File: config.mk
export PLATFORM = sky130hd
export DESIGN_NAME = teclado_cajero
export DESIGN_NICKNAME = d
export VERILOG_FILES = /design/src/rtl/teclado_cajero.sv
export SDC_FILE = /design/constraint.sdc
export NUM_CORES = 1
export LEC_CHECK = 0
export ABC_AREA = 0
export BUFFER_PORTS_ARGS = -buffer_cell sky130_fd_sc_hd__clkbuf_2
export CAP_MARGIN = 40
export CORE_ASPECT_RATIO = 1.2
export CORE_MARGIN = 10
export CORE_UTILIZATION = 50
export DETAILED_ROUTE_END_ITERATION = 8
export PLACE_DENSITY = 0.71
export SLEW_MARGIN = 20
export SYNTH_ARGS = -nofsm -noshare
export SYNTH_HDL_FRONTEND = slang
export SYNTH_SLANG_ARGS = --single-unit
File: constraint.sdc
create_clock -name CLK -period 4.05 [get_ports CLK]
set_input_delay 0.6075 -clock CLK [delete_from_list [all_inputs] [get_ports CLK]]
set_output_delay 0.6075 -clock CLK [all_outputs]
set_load 0.01 [all_outputs]
File: src/rtl/teclado_cajero.sv
// rtl/teclado_cajero.sv - ATM keypad front-end: debounce, PIN forwarding, amount entry
//
// Purpose:
//   Transmitting end of the ATM controller's digit/amount interface. Raw key
//   presses are debounced into single events. The four PIN digits are
//   forwarded one by one. The transaction type is captured next, then a decimal
//   amount is accumulated into binary. That amount is issued with monto_stb and
//   held, together with tipo_trans, until the controller closes the transaction.
//
// Ports:
//   CLK                   in   1   single clock, rising edge
//   RESET                 in   1   asynchronous, active-high reset
//   tarjeta_received      in   1   card inserted pulse, starts a session from idle
//   tecla_valida          in   1   raw key-down level from the keypad scanner
//   tecla_cod             in   4   0-9 digit, A=ENTER, B=BORRAR, C=DEPOSITO, D=RETIRO
//   pin_incorrecto        in   1   controller rejected the PIN, re-enter it
//   bloqueo               in   1   controller locked the card (level)
//   balance_stb           in   1   controller completed the transaction
//   fondos_insuficientes  in   1   controller refused the withdrawal
//   digito                out  4   PIN digit, valid while digito_stb=1
//   digito_stb            out  1   one-cycle PIN digit strobe
//   tipo_trans            out  1   0=deposit, 1=withdrawal
//   monto                 out  32  binary amount
//   monto_stb             out  1   one-cycle amount strobe
//   error_tecla           out  1   one-cycle pulse on a rejected key
//   n_digitos             out  4   digits entered in the current field

module teclado_cajero #(
  parameter int DEBOUNCE_CYCLES  = 4,
  parameter int MAX_MONTO_DIGITS = 9
) (
  input  logic        CLK,
  input  logic        RESET,
  input  logic        tarjeta_received,
  input  logic        tecla_valida,
  input  logic [3:0]  tecla_cod,
  input  logic        pin_incorrecto,
  input  logic        bloqueo,
  input  logic        balance_stb,
  input  logic        fondos_insuficientes,
  output logic [3:0]  digito,
  output logic        digito_stb,
  output logic        tipo_trans,
  output logic [31:0] monto,
  output logic        monto_stb,
  output logic        error_tecla,
  output logic [3:0]  n_digitos
);

  localparam int            CW       = $clog2(DEBOUNCE_CYCLES + 1);
  localparam logic [CW-1:0] CNT_FULL = CW'(DEBOUNCE_CYCLES);
  localparam logic [CW-1:0] CNT_ONE  = CW'(1);
  localparam logic [3:0]    ND_MAX   = 4'(MAX_MONTO_DIGITS);

  localparam logic [3:0] K_ENTER  = 4'hA;
  localparam logic [3:0] K_BORRAR = 4'hB;
  localparam logic [3:0] K_DEP    = 4'hC;
  localparam logic [3:0] K_RET    = 4'hD;

  typedef enum logic [2:0] {
    S_IDLE,
    S_PIN,
    S_TIPO,
    S_MONTO,
    S_FIN,
    S_BLOQ
  } state_t;

  // ---------------------------------------------------------------------------
  // Debouncer
  // ---------------------------------------------------------------------------
  logic [CW-1:0] cnt;
  logic [CW-1:0] cnt_next;
  logic [3:0]    cod_prev;
  logic          armado;
  logic          key_evt;

  // cnt is the number of consecutive cycles, including the current one, in
  // which the same code has been held down. It saturates at CNT_FULL so a long
  // press cannot wrap around and fire a second time.
  always_comb begin
    cnt_next = cnt;
    if (!tecla_valida) begin
      cnt_next = '0;
    end else if ((cnt == '0) || (tecla_cod != cod_prev)) begin
      cnt_next = CNT_ONE;
    end else if (cnt != CNT_FULL) begin
      cnt_next = cnt + CNT_ONE;
    end
  end

  // The event fires only on the cycle that reaches CNT_FULL, and only while
  // armed. Arming requires a release, so a key held through reset, or held
  // after being accepted, produces no further events.
  assign key_evt = armado && tecla_valida && (cnt != CNT_FULL) && (cnt_next == CNT_FULL);

  always_ff @(posedge CLK or posedge RESET) begin
    if (RESET) begin
      cnt      <= '0;
      cod_prev <= 4'h0;
      armado   <= 1'b0;
    end else begin
      cnt      <= cnt_next;
      cod_prev <= tecla_cod;
      if (!tecla_valida) begin
        armado <= 1'b1;
      end else if (key_evt) begin
        armado <= 1'b0;
      end
    end
  end

  // ---------------------------------------------------------------------------
  // Session FSM
  // ---------------------------------------------------------------------------
  state_t      state;
  state_t      state_n;
  logic [31:0] acc;
  logic [31:0] acc_n;
  logic [3:0]  n_digitos_n;
  logic [3:0]  digito_n;
  logic        digito_stb_n;
  logic        tipo_trans_n;
  logic [31:0] monto_n;
  logic        monto_stb_n;
  logic        error_tecla_n;

  logic        es_digito;
  logic [31:0] acc_mas_digito;

  assign es_digito      = (tecla_cod <= 4'd9);
  // At most nine decimal digits are ever accumulated, so this never overflows.
  assign acc_mas_digito = (acc * 32'd10) + {28'd0, tecla_cod};

  always_ff @(posedge CLK or posedge RESET) begin
    if (RESET) begin
      state       <= S_IDLE;
      acc         <= 32'd0;
      n_digitos   <= 4'd0;
      digito      <= 4'd0;
      digito_stb  <= 1'b0;
      tipo_trans  <= 1'b0;
      monto       <= 32'd0;
      monto_stb   <= 1'b0;
      error_tecla <= 1'b0;
    end else begin
      state       <= state_n;
      acc         <= acc_n;
      n_digitos   <= n_digitos_n;
      digito      <= digito_n;
      digito_stb  <= digito_stb_n;
      tipo_trans  <= tipo_trans_n;
      monto       <= monto_n;
      monto_stb   <= monto_stb_n;
      error_tecla <= error_tecla_n;
    end
  end

  // Each branch raises at most one of the three strobes, which keeps them
  // mutually exclusive. A key event that loses to bloqueo or pin_incorrecto is
  // simply not looked at; the debouncer has already disarmed, so it is dropped.
  always_comb begin
    state_n       = state;
    acc_n         = acc;
    n_digitos_n   = n_digitos;
    digito_n      = digito;
    digito_stb_n  = 1'b0;
    tipo_trans_n  = tipo_trans;
    monto_n       = monto;
    monto_stb_n   = 1'b0;
    error_tecla_n = 1'b0;

    if (bloqueo) begin
      state_n = S_BLOQ;
    end else if (pin_incorrecto &&
                 ((state == S_PIN) || (state == S_TIPO) || (state == S_MONTO))) begin
      state_n     = S_PIN;
      n_digitos_n = 4'd0;
      acc_n       = 32'd0;
    end else begin
      case (state)
        S_IDLE: begin
          if (tarjeta_received) begin
            state_n     = S_PIN;
            n_digitos_n = 4'd0;
            acc_n       = 32'd0;
          end
        end

        S_PIN: begin
          // Digits are forwarded immediately, so there is nothing for BORRAR
          // to retract; non-digit keys are silently ignored here.
          if (key_evt && es_digito) begin
            digito_n     = tecla_cod;
            digito_stb_n = 1'b1;
            n_digitos_n  = n_digitos + 4'd1;
            if (n_digitos == 4'd3) begin
              state_n = S_TIPO;
            end
          end
        end

        S_TIPO: begin
          if (key_evt) begin
            if ((tecla_cod == K_DEP) || (tecla_cod == K_RET)) begin
              tipo_trans_n = (tecla_cod == K_RET);
              state_n      = S_MONTO;
              acc_n        = 32'd0;
              n_digitos_n  = 4'd0;
            end else if (tecla_cod <= K_BORRAR) begin
              error_tecla_n = 1'b1;
            end
          end
        end

        S_MONTO: begin
          if (key_evt) begin
            if (es_digito) begin
              if (n_digitos < ND_MAX) begin
                acc_n       = acc_mas_digito;
                n_digitos_n = n_digitos + 4'd1;
              end else begin
                error_tecla_n = 1'b1;
              end
            end else if (tecla_cod == K_BORRAR) begin
              acc_n       = 32'd0;
              n_digitos_n = 4'd0;
            end else if (tecla_cod == K_ENTER) begin
              if (n_digitos == 4'd0) begin
                error_tecla_n = 1'b1;
              end else begin
                monto_n     = acc;
                monto_stb_n = 1'b1;
                state_n     = S_FIN;
              end
            end else if ((tecla_cod == K_DEP) || (tecla_cod == K_RET)) begin
              error_tecla_n = 1'b1;
            end
          end
        end

        S_FIN: begin
          // monto and tipo_trans stay frozen until the controller answers.
          if (balance_stb || fondos_insuficientes) begin
            state_n      = S_IDLE;
            monto_n      = 32'd0;
            tipo_trans_n = 1'b0;
            acc_n        = 32'd0;
            n_digitos_n  = 4'd0;
          end
        end

        S_BLOQ: begin
          state_n = S_BLOQ;
        end

        default: begin
          state_n = S_IDLE;
        end
      endcase
    end
  end

endmodule
==> results.yml, run 1 <==
clocking:
  clock_sinks: 87
  tritoncts: "done"
  cts.path.max_buffers: 2
  cts_inserted_buffers: 9
  postCtsHoldBufs: 0
  clock-root-buffer: "clkbuf_16"
  h-tree-depth: 3
  path_clk_slew_ns: 0.06
  clock_latency_ns: 0.33
placement:
  dp_hpwl_um: 13400
  gp_congestion: 0.889
  port_buffers: 55
  dp_cells: 990
  placed_cell_area_sq_um: 7250
synth:
  yosysSeqAreaShare_pct: 31.9
  syn-num-nets: 869
  syn-cell-area_sq_um: 6820
  ys_ff_latch: 87
  synth_flop_cell: "dfrtp_1"
  synth_top_area_share_pct: 31.9
  synth-async-reset-ratio_pct: 100
  ys_warn_count: 0
  synth_edf_count: 0
  synth_area_leader_cell: "dfrtp_1"
  yosys-top-cells-area: "dfrtp_1 (32%), ha_1 (11%), nand2_1 (7.9%)"
  yosysUniqueCellTypes: 83
  syn_avg_cell_area_sq_um: 8.60
  netlist_instances: 793
detailed_routing:
  vias: 5999
  vias_per_cell: 5.93
  firstDrtPassIters: 5
  final_antenna_net_count: 0
  dr.first_iter.drc_count: 350
  wl_per_cell_um: 16.9
  wl_um: 17100
  drc_errors: 0
power:
  leakagePower_nw: 3.59
  vdd_drop_max_mv: 0.306
  power_frac_clock_pct: 33.0
  seqPwrFrac_pct: 43.2
  p_int_w: 0.00182
  fin_total_pwr_w: 0.00267
  p_per_area_nw_per_um2: 347
  switching_share_pct: 31.6
  combinationalPowerShare_pct: 23.8
  p_switching_w: 0.000842
floorplan:
  rows: 46
  fp.dieH_um: 148
  start_util_pct: 51.3
  fp.coreArea_sq_um: 13300
  die_area_sq_um: 18700
  io_pins: 56
  die_w_um: 127
sta:
  tightest_slew_ns: 0.705
  setup_viol: 0
  holdWs_ns: 0.210
  fmax_ghz: 0.255
  skew_ns: 0.00562
  period_minus_slack_ns: 3.93
  max_slew_margin_pct: 53.0
  drv_slew: 0
  fin_crit_sh_pct: 97.0
  hold_viol: 0
critical_path:
  cpPeakStageDelay_ns: 0.43
  required_ns: 4.26
  endpoint_kind: "register"
  startpoint_type: "register"
  cpLargestDelayFamily: "simple AND/OR/NAND/NOR gates"
  cp_max_fo: 6
  critical_path_class: "register to register"
  cp_slowest_cell: "dfrtp_1"
  crit_chain: "ha_4, ha_2, fa_2, a211oi_4, buf_4, o31a_4, xnor2_2, nand4_1, nor4b_2, nand4b_2, or3_4, o211a_1, a221o_1"
  crit_buf_inv: 1
  arrival_ns: 4.14
global_routing:
  track_usage_pct: 17.7
  grt_overflow: 0
  grt_first_pass_wirelength_um: 28000
  antenna_found_initial: 0
  grt_pass1_vias: 5729
  grt_max_degree: 50
status:
  outcome: "completed"
cells_and_area:
  layout_commonest_cell: "nand2_1"
  antennaDiodeCount: 0
  syn2layout_area_growth_pct: 12.5
  drive_above_1_share_pct: 16.3
  instances_no_fill: 1011
  design_area_sq_um: 7670
  nNetsFinal: 914
  mostFrequentLayoutCells: "nand2_1 (144), dfrtp_1 (87), o21ai_0 (81), ha_1 (60), clkbuf_2 (55)"
run:
  max-cap-violations: 0
hold_path:
  hold_path.class: "input port to asynchronous set/reset pin"
-- final cells by class --
class | instances | area [sq um]
fillers | 1176 | 5620
multi-input cells | 646 | 4440
flip-flops and latches | 87 | 2180
repair buffers | 73 | 443
clock buffers | 11 | 243
well taps | 168 | 210
clock inverters | 5 | 81.3
inverters | 21 | 80.1
-- metrics by stage --
| stage | util, % | worst slack [ns] | TNS, ns |
|---|---|---|---|
| 2_1_floorplan | - | 0.278 | 0 |
| 3_3_place_gp | 54.3 | 0.172 | 0 |
| 3_5_place_dp | 54.5 | 0.0752 | 0 |
| 4_1_cts | 57.0 | 0.0574 | 0 |
| 5_1_grt | 57.7 | -0.0179 | -0.0179 |
| 6_report | 57.7 | 0.121 | 0 |
-- kinds of logic after synthesis --
| family | share of synthesized area, % |
|---|---|
| AO/OA/AOI/OAI | 22.7 |
| XOR/XNOR | 6.00 |
| adder cells (fa/ha/maj) | 12.0 |
| buffers and inverters | 3.94 |
| flip-flops | 31.9 |
| multiplexers | 0.477 |
| AND/OR/NAND/NOR | 23.0 |
-- worst paths after layout --
path,start,endpoint,slack (ns),cells past startpoint
max,acc[3],acc[30],0.12,13
min,RESET,cnt[0],0.21,2
max reg2reg,acc[3],acc[30],0.12,13
min reg2reg,digito[2],digito[2],0.48,2
max in group asynchronous,RESET,monto[22],2.83,4
min in group CLK,digito[2],digito[2],0.48,2
-- state kept, by name, indices dropped and copies added, names as in the netlist --
| register | cells |
|---|---|
| acc | 32 |
| n_digitos | 4 |
| error_tecla | 1 |
| digito_stb | 1 |
| monto_stb | 1 |
| cnt | 3 |
| cod_prev | 4 |
| monto | 32 |
| state | 3 |
| digito | 4 |
| armado | 1 |
| tipo_trans | 1 |
-- per-layer routing --
metal	wire length, um	track usage [%]	vias up
met5	0	0	-
met4	424	7.41	0
met3	694	2.11	27
met2	8060	29.3	140
met1	7870	22.8	2876
li1	-	-	2956
-- timing repair --
action	CTS	global route
setup endpoints to repair	0	6
endpoints found under the hold margin	0	0
setup buffers	0	4
resized for setup	0	9
-- power groups by stage --
| stage | registers (W) | clock network, W | logic, W |
|---|---|---|---|
| finish | 0.00115 | 0.000879 | 0.000634 |
| global route | 0.00117 | 0.000930 | 0.000713 |
| CTS | 0.00115 | 0.000892 | 0.000644 |
| detailed placement | 0.00116 | 0 | 0.000640 |
| global placement | 0.00116 | 0 | 0.000617 |
| floorplan | 0.00119 | 0 | 0.000327 |
-- synth_stat cells, drive strengths merged (3+ instances only) --
library cell  instances
nand4b                4
dfrtp                87
and3                  8
a21oi                36
nand4                10
nor4b                 4
o31ai                 6
nor2b                 6
a2111oi               3
or3                   7
nand3                15
o21bai                5
a211oi                9
and2                  9
o21ai                90
a22oi                 3
inv                  21
a21o                 13
buf                  14
nand2               144
a21boi                3
nor2                 49
a221o                 4
o211ai                7
a22o                 10
o311ai                3
a31o                  4
xnor2                29
ha                   62
clkbuf               25
nand2b                6
xor2                 16
o21a                  8
and4                  5
nor3                 24
nor4                  9
(Power assumes the default switching activity.)
==> run 2: changes to the inputs <==
SETUP_SLACK_MARGIN = 0.3   (was default)
==> results.yml, run 2 (synthesis results as in run 1) <==
floorplan:
  die_w_um: 127
  die_area_sq_um: 18700
  fp.coreArea_sq_um: 13300
  start_util_pct: 51.3
  io_pins: 56
  rows: 46
  fp.dieH_um: 148
power:
  p_int_w: 0.00169
  switching_share_pct: 32.9
  combinationalPowerShare_pct: 25.2
  p_per_area_nw_per_um2: 322
  vdd_drop_max_mv: 0.309
  p_switching_w: 0.000829
  power_frac_clock_pct: 29.2
  seqPwrFrac_pct: 45.7
  leakagePower_nw: 3.60
clocking:
  h-tree-depth: 3
  cts.path.max_buffers: 2
  tritoncts: "done"
  cts_inserted_buffers: 9
  path_clk_slew_ns: 0.06
  postCtsHoldBufs: 0
  clock_sinks: 87
  clock_latency_ns: 0.33
  clock-root-buffer: "clkbuf_16"
sta:
  drv_slew: 0
  rsz0062_at_grt: "true"
  tightest_slew_ns: 0.708
  max_slew_margin_pct: 52.8
  period_minus_slack_ns: 3.72
  skew_ns: 0.00529
  fin_crit_sh_pct: 91.9
  setup_viol: 0
  hold_viol: 0
  timing.final.ws_setup_ns: 0.326
  fin_setup_tns_ns: 0
  fmax_ghz: 0.269
critical_path:
  r2r-start: "acc[5]"
  worstSetupEndpoint: "acc[30]"
  crit_start: "acc[5]"
  regToRegEndpoint: "acc[30]"
  r2r_slack_ns: 0.33
  startpoint_type: "register"
  critical_path_class: "register to register"
  required_ns: 4.27
  endpoint_kind: "register"
  worstRegToRegCells: 12
  cp_max_fo: 10
  arrival_ns: 3.94
detailed_routing:
  wl_per_cell_um: 17.1
  wl_met3_um: 771
  top_layer: "met4"
  final_antenna_net_count: 0
  wl_um: 17400
  drc_errors: 0
  firstDrtPassIters: 5
  vias: 6068
  dr.first_iter.drc_count: 394
  dr_wl_met2_um: 8630
  wl_met1_um: 7580
  vias_per_cell: 5.97
cells_and_area:
  mostFrequentLayoutCells: "nand2_1 (143), dfrtp_1 (87), o21ai_0 (74), clkbuf_2 (55), ha_1 (54)"
  drive_above_1_share_pct: 20.7
  fin_util_pct: 59.0
  layout_commonest_cell: "nand2_1"
  syn2layout_area_growth_pct: 15.1
  antennaDiodeCount: 0
  top_regs: "acc x32, monto x32"
  nNetsFinal: 921
  design_area_sq_um: 7850
placement:
  gp_congestion: 0.909
  pre_cts_ws_ns: 0.139
  placed_cell_area_sq_um: 7260
  dp_hpwl_um: 13400
  port_buffers: 55
run:
  max-cap-violations: 0
status:
  outcome: "completed"
global_routing:
  grt_overflow: 0
  antenna_found_initial: 0
  grt_first_pass_wirelength_um: 29300
  grt_max_degree: 47
  grt_pass1_vias: 5954
  track_usage_pct: 18.4
hold_path:
  hold_path.class: "input port to asynchronous set/reset pin"
==> run 2: worst min path at each step <==
stage,start,end,slack [ns]
floorplan,acc[29],acc[29],0.47
global placement,digito[1],digito[1],0.46
detailed placement,digito[0],digito[0],0.46
CTS,RESET,monto[1],0.37
global route,RESET,monto[1],0.39
finish,RESET,monto[2],0.34
==> run 2: power groups by stage <==
stage          Clock [W]  Combinational, W  Sequential, W
2_1_floorplan          0          0.000327        0.00119
3_3_place_gp           0          0.000616        0.00116
3_5_place_dp           0          0.000642        0.00117
4_1_cts         0.000757          0.000649        0.00115
5_1_grt         0.000789          0.000716        0.00118
6_report        0.000736          0.000635        0.00115
==> run 2: cell type report <==
cell class / count / area [sq um]
multi-input cells: 646 / 4620
inverters: 21 / 80.1
clock inverters: 3 / 20.0
repair buffers: 80 / 495
fillers: 1151 / 5450
clock buffers: 12 / 246
well taps: 168 / 210
flip-flops and latches: 87 / 2180
==> run 2: repair_timing <==
action | in CTS | in global routing
setup endpoints to repair | 6 | 9
setup buffers | 5 | 6
pin swaps | 9 | 18
endpoints found under the hold margin | 0 | 0
gates resized for setup | 15 | 39
==> run 2: critical path, stage by stage, from the launching register on <==
cell and delay, ns:
dfrtp_1 0.42, ha_1 0.31, ha_2 0.35, and2_1 0.17
a221o_2 0.42, o21a_2 0.29, o21ai_1 0.19, o311ai_2 0.16
buf_4 0.19, nand4b_4 0.22, or3_4 0.42, o211a_1 0.21
a221o_1 0.25
==> run 2: layer usage <==
metal	up-vias	global-route usage, %
li1	2965	-
met2	168	31.7
met4	0	5.76
met5	-	0
met1	2901	23.0
met3	34	2.43
==> run 2: metrics by stage <==
| stage | hold slack [ns] | power [W] | instances |
|---|---|---|---|
| 2_1_floorplan | 0.475 | 0.00152 | 793 |
| 3_3_place_gp | 0.461 | 0.00177 | 990 |
| 3_5_place_dp | 0.463 | 0.00181 | 991 |
| 4_1_cts | 0.367 | 0.00256 | 1011 |
| 5_1_grt | 0.395 | 0.00268 | 1017 |
| 6_report | 0.342 | 0.00252 | 1017 |
